===== config.mk =====
export PLATFORM = sky130hd
export DESIGN_NAME = fpga_config_loader_flat
export DESIGN_NICKNAME = d
export VERILOG_FILES = /design/src/rtl/fpga_config_loader_pkg.sv /design/src/rtl/fpga_config_loader_if.sv /design/src/rtl/fpga_config_loader_shadow_reg.sv /design/src/rtl/fpga_config_loader.sv /design/src/flat_wrapper.sv
export SDC_FILE = /design/constraint.sdc
export NUM_CORES = 2
export LEC_CHECK = 0
export ABC_AREA = 1
export CAP_MARGIN = 20
export CORE_AREA = 2 2 545 330
export DETAILED_ROUTE_END_ITERATION = 12
export DIE_AREA = 0 0 547 332
export PLACE_DENSITY = 0.67
export SYNTH_ARGS = -nofsm -noshare
export SYNTH_HDL_FRONTEND = slang
export SYNTH_SLANG_ARGS = --single-unit

===== constraint.sdc =====
create_clock -name clk -period 2.4 [get_ports clk]
set_clock_uncertainty 0.05 [all_clocks]
set_input_delay 0.36 -clock clk [delete_from_list [all_inputs] [get_ports clk]]
set_output_delay 0.36 -clock clk [all_outputs]
set_load 0.02 [all_outputs]

===== src/rtl/fpga_config_loader_pkg.sv =====
// rtl/fpga_config_loader_pkg.sv - shared constants for the fabric configuration loader
package fpga_config_loader_pkg;

    localparam int CFG_BITS = 1020;
    localparam int NBYTES   = (CFG_BITS + 7) / 8;
    localparam int CNT_W    = $clog2(NBYTES + 1);

    localparam logic [7:0] SYNC_BYTE = 8'hA5;

    localparam logic [2:0] ST_IDLE   = 3'd0;
    localparam logic [2:0] ST_LOAD   = 3'd1;
    localparam logic [2:0] ST_CHK    = 3'd2;
    localparam logic [2:0] ST_COMMIT = 3'd3;
    localparam logic [2:0] ST_ERR    = 3'd4;

    // Slice offsets into cfg_out, shared with the fabric top
    localparam int BRB_LSB      = 0;
    localparam int BRB_BITS     = 900;
    localparam int IO_BITS      = 30;
    localparam int LEFTIO_LSB   = 900;
    localparam int RIGHTIO_LSB  = 930;
    localparam int TOPIO_LSB    = 960;
    localparam int BOTTOMIO_LSB = 990;

endpackage


===== src/rtl/fpga_config_loader_if.sv =====
// rtl/fpga_config_loader_if.sv - byte-wide bitstream handshake into the loader
interface fpga_config_loader_if;
    logic [7:0] in_data;
    logic       in_valid;
    logic       in_ready;

    modport master (output in_data, output in_valid, input in_ready);
    modport slave  (input in_data, input in_valid, output in_ready);
endinterface


===== src/rtl/fpga_config_loader_shadow_reg.sv =====
// rtl/fpga_config_loader_shadow_reg.sv - byte-addressed shadow of the configuration vector
module fpga_config_loader_shadow_reg
    import fpga_config_loader_pkg::*;
(
    input  logic                clk,
    input  logic                rst_n,
    input  logic                we,
    input  logic [CNT_W-1:0]    addr,
    input  logic [7:0]          wdata,
    output logic [CFG_BITS-1:0] q
);

    // Per-bit write so padding bits of the last byte are simply never stored
    always_ff @(posedge clk or negedge rst_n) begin
        if (!rst_n) begin
            q <= '0;
        end else if (we) begin
            for (int i = 0; i < CFG_BITS; i++) begin
                if (addr == CNT_W'(i / 8)) begin
                    q[i] <= wdata[i % 8];
                end
            end
        end
    end

endmodule


===== src/rtl/fpga_config_loader.sv =====
// rtl/fpga_config_loader.sv - checksummed frame loader with atomic commit to the fabric config vector
module fpga_config_loader
    import fpga_config_loader_pkg::*;
(
    input  logic                 clk,
    input  logic                 rst_n,
    fpga_config_loader_if.slave  bs,
    output logic [CFG_BITS-1:0]  cfg_out,
    output logic                 cfg_valid,
    output logic                 cfg_done,
    output logic                 cfg_err,
    output logic                 busy
);

    logic [2:0]          state;
    logic [CNT_W-1:0]    cnt;
    logic [7:0]          xsum;
    logic [CFG_BITS-1:0] shadow;
    logic                xfer;
    logic                shadow_we;

    assign bs.in_ready = rst_n && (state == ST_IDLE || state == ST_LOAD || state == ST_CHK);
    assign xfer        = bs.in_valid && bs.in_ready;
    assign shadow_we   = xfer && (state == ST_LOAD);
    assign busy        = (state == ST_LOAD) || (state == ST_CHK);

    fpga_config_loader_shadow_reg u_shadow (
        .clk   (clk),
        .rst_n (rst_n),
        .we    (shadow_we),
        .addr  (cnt),
        .wdata (bs.in_data),
        .q     (shadow)
    );

    always_ff @(posedge clk or negedge rst_n) begin
        if (!rst_n) begin
            state     <= ST_IDLE;
            cnt       <= '0;
            xsum      <= '0;
            cfg_out   <= '0;
            cfg_valid <= 1'b0;
            cfg_done  <= 1'b0;
            cfg_err   <= 1'b0;
        end else begin
            cfg_done <= 1'b0;
            case (state)
                ST_IDLE: begin
                    if (xfer && bs.in_data == SYNC_BYTE) begin
                        state   <= ST_LOAD;
                        cnt     <= '0;
                        xsum    <= '0;
                        cfg_err <= 1'b0;
                    end
                end
                ST_LOAD: begin
                    if (xfer) begin
                        xsum <= xsum ^ bs.in_data;
                        // cnt parks on the last index instead of running past it
                        if (cnt == CNT_W'(NBYTES - 1)) begin
                            state <= ST_CHK;
                        end else begin
                            cnt <= cnt + 1'b1;
                        end
                    end
                end
                ST_CHK: begin
                    if (xfer) begin
                        state <= (bs.in_data == xsum) ? ST_COMMIT : ST_ERR;
                    end
                end
                ST_COMMIT: begin
                    cfg_out   <= shadow;
                    cfg_valid <= 1'b1;
                    cfg_done  <= 1'b1;
                    state     <= ST_IDLE;
                end
                ST_ERR: begin
                    cfg_err <= 1'b1;
                    state   <= ST_IDLE;
                end
                default: state <= ST_IDLE;
            endcase
        end
    end

endmodule


===== src/flat_wrapper.sv =====
// flat-port wrapper written by rule: the top's interface ports become plain ports
module fpga_config_loader_flat import fpga_config_loader_pkg::*;
  (clk, rst_n, cfg_out, cfg_valid, cfg_done, cfg_err, busy, bs_in_data, bs_in_valid, bs_in_ready);
  fpga_config_loader_if bs_i ();
  input  logic clk;
  input  logic rst_n;
  output logic [CFG_BITS-1:0] cfg_out;
  output logic cfg_valid;
  output logic cfg_done;
  output logic cfg_err;
  output logic busy;
  input wire logic [$bits(bs_i.in_data)-1:0] bs_in_data;
  input wire logic [$bits(bs_i.in_valid)-1:0] bs_in_valid;
  output wire logic [$bits(bs_i.in_ready)-1:0] bs_in_ready;
  assign bs_i.in_data = bs_in_data;
  assign bs_i.in_valid = bs_in_valid;
  assign bs_in_ready = bs_i.in_ready;
  fpga_config_loader u_core (.clk(clk), .rst_n(rst_n), .bs(bs_i), .cfg_out(cfg_out), .cfg_valid(cfg_valid), .cfg_done(cfg_done), .cfg_err(cfg_err), .busy(busy));
endmodule

* Word level (Yosys, flattened, before mapping)
Cells that the tools add are included.
Word-level totals: register bits 2062, bits in latches 0, RAM bits 0, memory bits (read-only) 0, logic and storage cells 433, memories kept 0
Operators by class: add/subtract/negate cells 1, multipliers 0, divide/modulo/power cells 0, order comparisons 0, equal/unequal tests 138, shift operators 0, multiplexer cells 15, bitwise operators 1, reductions and logical operators 143
Operators with widths (count):
- $eq 8x7->1 const B | 64
- $reduce_and 2->1 | 129
- $eq 8x6->1 const B | 32
- $eq 8x5->1 const B | 16
- $eq 8x4->1 const B | 8
- $eq 8x3->1 const B | 4
- $mux 8 | 4
- $pmux 8 s2 | 2
- $eq 8x2->1 const B | 2
- $mux 3 | 5
- $pmux 3 s3 | 1
- $add 8x1->8 const B | 1
- $eq 8x1->1 const B | 1
- $eq 8x8->1 | 1
- $eq 8x8->1 const B | 1
- $logic_not 8->1 | 1
- $reduce_and 4->1 | 2
- $xor 8x8->8 | 1
- $eq 3x2->1 const B | 2
- $ne 2x2->1 const B | 3
- $logic_and 1x1->1 | 4
- $ne 2x1->1 const B | 2
- $reduce_bool 2->1 | 2
- $eq 3x1->1 const B | 1
- 6 further kinds | 9

* Logic depth before layout (Yosys ltp)
depth after elaboration 8, gate-level depth with buffers 11

* By module
From an unflattened synthesis, not the netlist that was laid out.
Second synthesis, totals: cells, all modules 9117, area, all modules 79209.7 µm²
By module, submodules not included:
- fpga_config_loader_shadow_reg | instances 1, cells an instance 4616, area each 39794.4 µm², seq. area each 25524.5 µm²
- fpga_config_loader | instances 1, cells an instance 4501, area each 39415.3 µm², seq. area each 26075.0 µm²

* Least setup slack after synthesis
OpenSTA, ideal clock, no wires.
kind register to register, from register u_core.cnt[0], to register u_core.u_shadow.q[176], library setup time 0.065 ns, data arrival time 1.787 ns, slack 0.498 ns, cell stages (with the launch flop) 9, buffers on the path 0, cell sequence dfrtp_1 > inv_1 > ha_1 > inv_1 > nor2_1 > inv_2 > nor3_2 > nand2_1 > nand2_1
On the way: cells in the longest elaborated chain, start to end 2
RTL lines:
- start, declared | line fpga_config_loader.sv:16 | logic [CNT_W-1:0] cnt;
- start signal, assigned | line fpga_config_loader.sv:63 | cnt <= cnt + 1'b1;
- $eq 8x5->1 | line fpga_config_loader_shadow_reg.sv:19 | if (addr == CNT_W'(i / 8)) begin
- $reduce_and 2->1 (no source line)
- end signal, assigned by index | line fpga_config_loader_shadow_reg.sv:20 | q[i] <= wdata[i % 8];
- end, declared | line fpga_config_loader_shadow_reg.sv:10 | output logic [CFG_BITS-1:0] q
No other way between the ends. A chain may end at the register's enable or synchronous reset.

* Worst setup path in the final report
from register u_core.cnt[1], to register u_core.u_shadow.q[89]
On the way: cells in the longest elaborated chain, start to end 2
RTL lines (line):
- $eq 8x4->1 | fpga_config_loader_shadow_reg.sv:19
- $reduce_and 2->1 (no source line)
No other way between the ends.

==> flow_summary.json <==
{
  "max_cap_violations": 0,
  "cp_cell_sequence": "buf_4, ha_1, inv_1, nor2_4, inv_2, nor3_2, buf_4, nand2_1, nand2_1",
  "cts_num_sinks": 2062,
  "status": "finished, final reports clean",
  "reg2reg_slack_ns": 0.03,
  "power.combinational.fraction_pct": 16.1,
  "fin_crit_sh_pct": 98.7,
  "p_seq_share_pct": 46.5,
  "period_minus_slack_ns": 2.37,
  "netlist_top_cells_area": "dfrtp_1 65%, nand2_1 30%, clkbuf_1 1.5%, nor3_2 0.94%, nor3_4 0.86%",
  "critical_path.reg2reg.endpoint": "u_core.u_shadow.q[89]$_DFFE_PN0P_",
  "source_to_sink_clock_delay_at_the_later_pin_of_the_worst_skew_pair_ns": 0.83,
  "yosysWarningCount": 0,
  "drv_slew": 0,
  "final_net_count": 10121,
  "synth.distinct_cells": 24,
  "total_power_mw": 82.3,
  "switching_share_pct": 29.7,
  "timing.hold.worst.class": "primary input to async pin",
  "boundaryPins": 1036,
  "final_hold_viols": 0,
  "rows": 120,
  "max_stage_delay_ns": 0.69,
  "power.share.clock_pct": 37.5,
  "drcViolationCount": 0,
  "netlist_instances": 9047,
  "synthesis.nets": 9062,
  "total_negative_setup_slack_ns": 0,
  "floorplan.die.height_um": 332,
  "synth_area_leader_cell": "dfrtp_1",
  "wl_per_cell_um": 22.2,
  "layout-drive-gt1-share_pct": 6.71,
  "cp-end-kind": "flip-flop",
  "clock_tree.htree_level_count": 4,
  "dr.first_iter.drc_count": 6743,
  "power_per_cell_area_nw_per_um2": 822,
  "cellLeakagePower_nw": 55.6,
  "grt_max_degree": 195,
  "syn_area_um2": 79200,
  "initial_antenna_violation_count": 15,
  "postRouteAntennaNets": 0,
  "die-area_um2": 182000,
  "global_route.usage.total_pct": 30.3,
  "rsz0062_at_grt": "true",
  "internal_power_mw": 57.8,
  "yosys.area.top_type_share_pct": 65.2,
  "grt_overflow": 0,
  "max_slew_margin_pct": 17.7,
  "wl_um": 280000,
  "postSynthAreaPerCell_um2": 8.75,
  "synth.ff_latch_count": 2062,
  "initial_core_util_pct": 44.7,
  "vias": 65638,
  "die_x_um": 547,
  "cts_tree": "built",
  "grt_first_pass_wirelength_um": 414000,
  "critical_path.reg2reg.startpoint": "u_core.cnt[1]$_DFFE_PN0P_",
  "critical-path-top-delay-family": "buffers and inverters",
  "clockBufferDepth": 4,
  "placement.io_buffers": 1035,
  "clk_pin_slew_ns": 0.07,
  "ys_seq_area_share_pct": 65.2,
  "routabilityCongestion": 0.886,
  "timing.critical_path.required_ns": 3.06,
  "worstPathArrival_ns": 3.03,
  "clockRootBuffer": "clkbuf_16",
  "core_area_um2": 177000,
  "critPathKind": "flip-flop to flip-flop",
  "detail_route.vias_per_cell": 5.20,
  "worst-slew-pin-transition_ns": 1.23,
  "cts-buffers-inserted": 194,
  "grt_pass1_vias": 63432,
  "irDropWorstVdd_v": 0.000553,
  "drt_pass1_iterations": 5,
  "r2r.worst_path.cells": 9,
  "critPathBufInv": 4,
  "cpMaxStageDelayCell": "inv_2",
  "layout-area-overhead-vs-synth_pct": 26.6,
  "place_hpwl_um": 187000,
  "finalSetupViolCount": 0,
  "total_switching_power_mw": 24.5,
  "start_kind": "flip-flop",
  "largest_driver_fanout_on_the_critical_path": 8,
  "max_freq_ghz": 0.422
}
## through the flow
stage               worst slack, ns  utilization (%)  cells  hold slack (ns)  instance area [µm²]
floorplan                     0.498                -   9047           0.0144                79200
global placement             -0.105             52.9  12277            0.404                93600
detailed placement           -0.174             52.9  12277            0.407                93600
CTS                         -0.0659             56.4  12620            0.203                99900
global route                -0.0396             56.6  12626            0.226               100000
finish                       0.0317             56.6  12628            0.234               100000
## layout make-up
class / count / area (µm²)
fillers: 15366 / 76800
repair buffers: 1257 / 13000
clock buffers: 284 / 5640
clock inverters: 50 / 597
flip-flops and latches: 2062 / 51600
inverters: 58 / 225
multi-input cells: 6533 / 26100
well taps: 2379 / 2980
diodes: 5 / 12.5
## synth_stat cells
| library cell | instances |
|---|---|
| nor3_2 | 74 |
| nand2_1 | 6226 |
| nor3_1 | 6 |
| nor3b_1 | 1 |
| clkbuf_1 | 312 |
| buf_4 | 1 |
| ha_1 | 4 |
| o21ai_0 | 17 |
| or2_2 | 1 |
| nand3_2 | 2 |
| buf_2 | 71 |
| nor3_4 | 42 |
| clkinv_1 | 2 |
| nor2_1 | 32 |
| inv_2 | 24 |
| o31ai_1 | 1 |
| nor2_2 | 12 |
| buf_1 | 10 |
| o21ai_1 | 5 |
| a21oi_1 | 5 |
| nand3_1 | 102 |
| inv_1 | 32 |
| xnor2_1 | 3 |
| dfrtp_1 | 2062 |
## cell usage in the layout (no fill, tap or decap), types with 5 or more instances in the layout
master,n
clkinvlp_4,7
dlymetal6s2s_1,16
dlygate4sd2_1,35
nor2_1,22
diode_2,5
clkbuf_16,195
clkbuf_1,45
inv_1,32
inv_2,23
nand3_1,100
nor3_4,74
nor3_2,43
buf_4,136
nor3_1,5
nor2_2,7
dlygate4sd3_1,9
buf_6,12
bufinv_16,9
clkdlybuf4s50_1,973
o21ai_1,5
inv_6,6
nor2_4,15
clkbuf_8,45
dfrtp_1,2062
o21ai_0,17
nand2_1,6221
clkinv_2,20
buf_12,72
## worst max-delay path by stage
stage,startpoint,endpoint,slack (ns),cells past startpoint
after global routing,u_core.cnt[1]$_DFFE_PN0P_,u_core.u_shadow.q[90]$_DFFE_PN0P_,-0.04,9
final,u_core.cnt[1]$_DFFE_PN0P_,u_core.u_shadow.q[89]$_DFFE_PN0P_,0.03,9
after floorplan,u_core.cnt[0]$_DFFE_PN0P_,u_core.u_shadow.q[176]$_DFFE_PN0P_,0.50,8
after detailed placement,bs_in_valid,u_core.u_shadow.q[674]$_DFFE_PN0P_,-0.17,9
after global placement,bs_in_valid,u_core.u_shadow.q[848]$_DFFE_PN0P_,-0.10,9
after CTS,u_core.state[1]$_DFFE_PN0P_,busy,-0.07,5
## power by group through the flow
stage               registers, mW  clock network, mW  logic [mW]
floorplan                    39.4                  0        5.24
global placement             38.8                  0        12.9
detailed placement           38.8                  0        13.0
CTS                          38.2               31.2        13.1
global route                 38.4               32.6        14.2
finish                       38.3               30.8        13.2
## sequential cells by signal, indices dropped and copies added (netlist names)
name	flops
u_core.cfg_done	1
u_core.cnt	8
u_core.cfg_valid	1
u_core.cfg_out	1020
u_core.cfg_err	1
u_core.state	3
u_core.u_shadow.q	1020
u_core.xsum	8
## metal layers
layer	part of all wire (%)	vias up	global-route usage [%]	routed length, µm
li1	-	29550	-	-
met1	42	32726	42.3	118000
met2	45	2813	46.2	127000
met3	8.3	541	6.73	23100
met4	4.3	8	12.4	12000
met5	0.015	-	0	43
## kinds of logic (layout without fill, tap and decap cells)
kind of cell / Yosys count / after routing / synth area share (%)
XOR/XNOR: 3 / 3 / 0.0332
buffers and inverters: 452 / 1649 / 2.26
AND/OR/NAND/NOR: 6498 / 6498 / 32.3
adder cells (fa/ha/maj): 4 / 4 / 0.0632
other: 0 / 5 / 0
flip-flops: 2062 / 2062 / 65.2
AO/OA/AOI/OAI: 28 / 28 / 0.180
## worst reg2reg max path, stage by stage, from the launching register on
cell and delay (ns):
dfrtp_1 0.38, buf_4 0.14, ha_1 0.24, inv_1 0.17
nor2_4 0.06, inv_2 0.69, nor3_2 0.17, buf_4 0.22
nand2_1 0.07, nand2_1 0.06
## repair_timing
action                                  4_1_cts  5_1_grt
pin swaps                                     0        3
hold buffers                                  9        0
endpoints found under the hold margin       150        0
gates resized for setup                      51       51
setup buffers                                 0        2
gates cloned                                  0        1
endpoints found under the setup margin       70      246
Note: power is estimated with default switching activity, not from simulation.
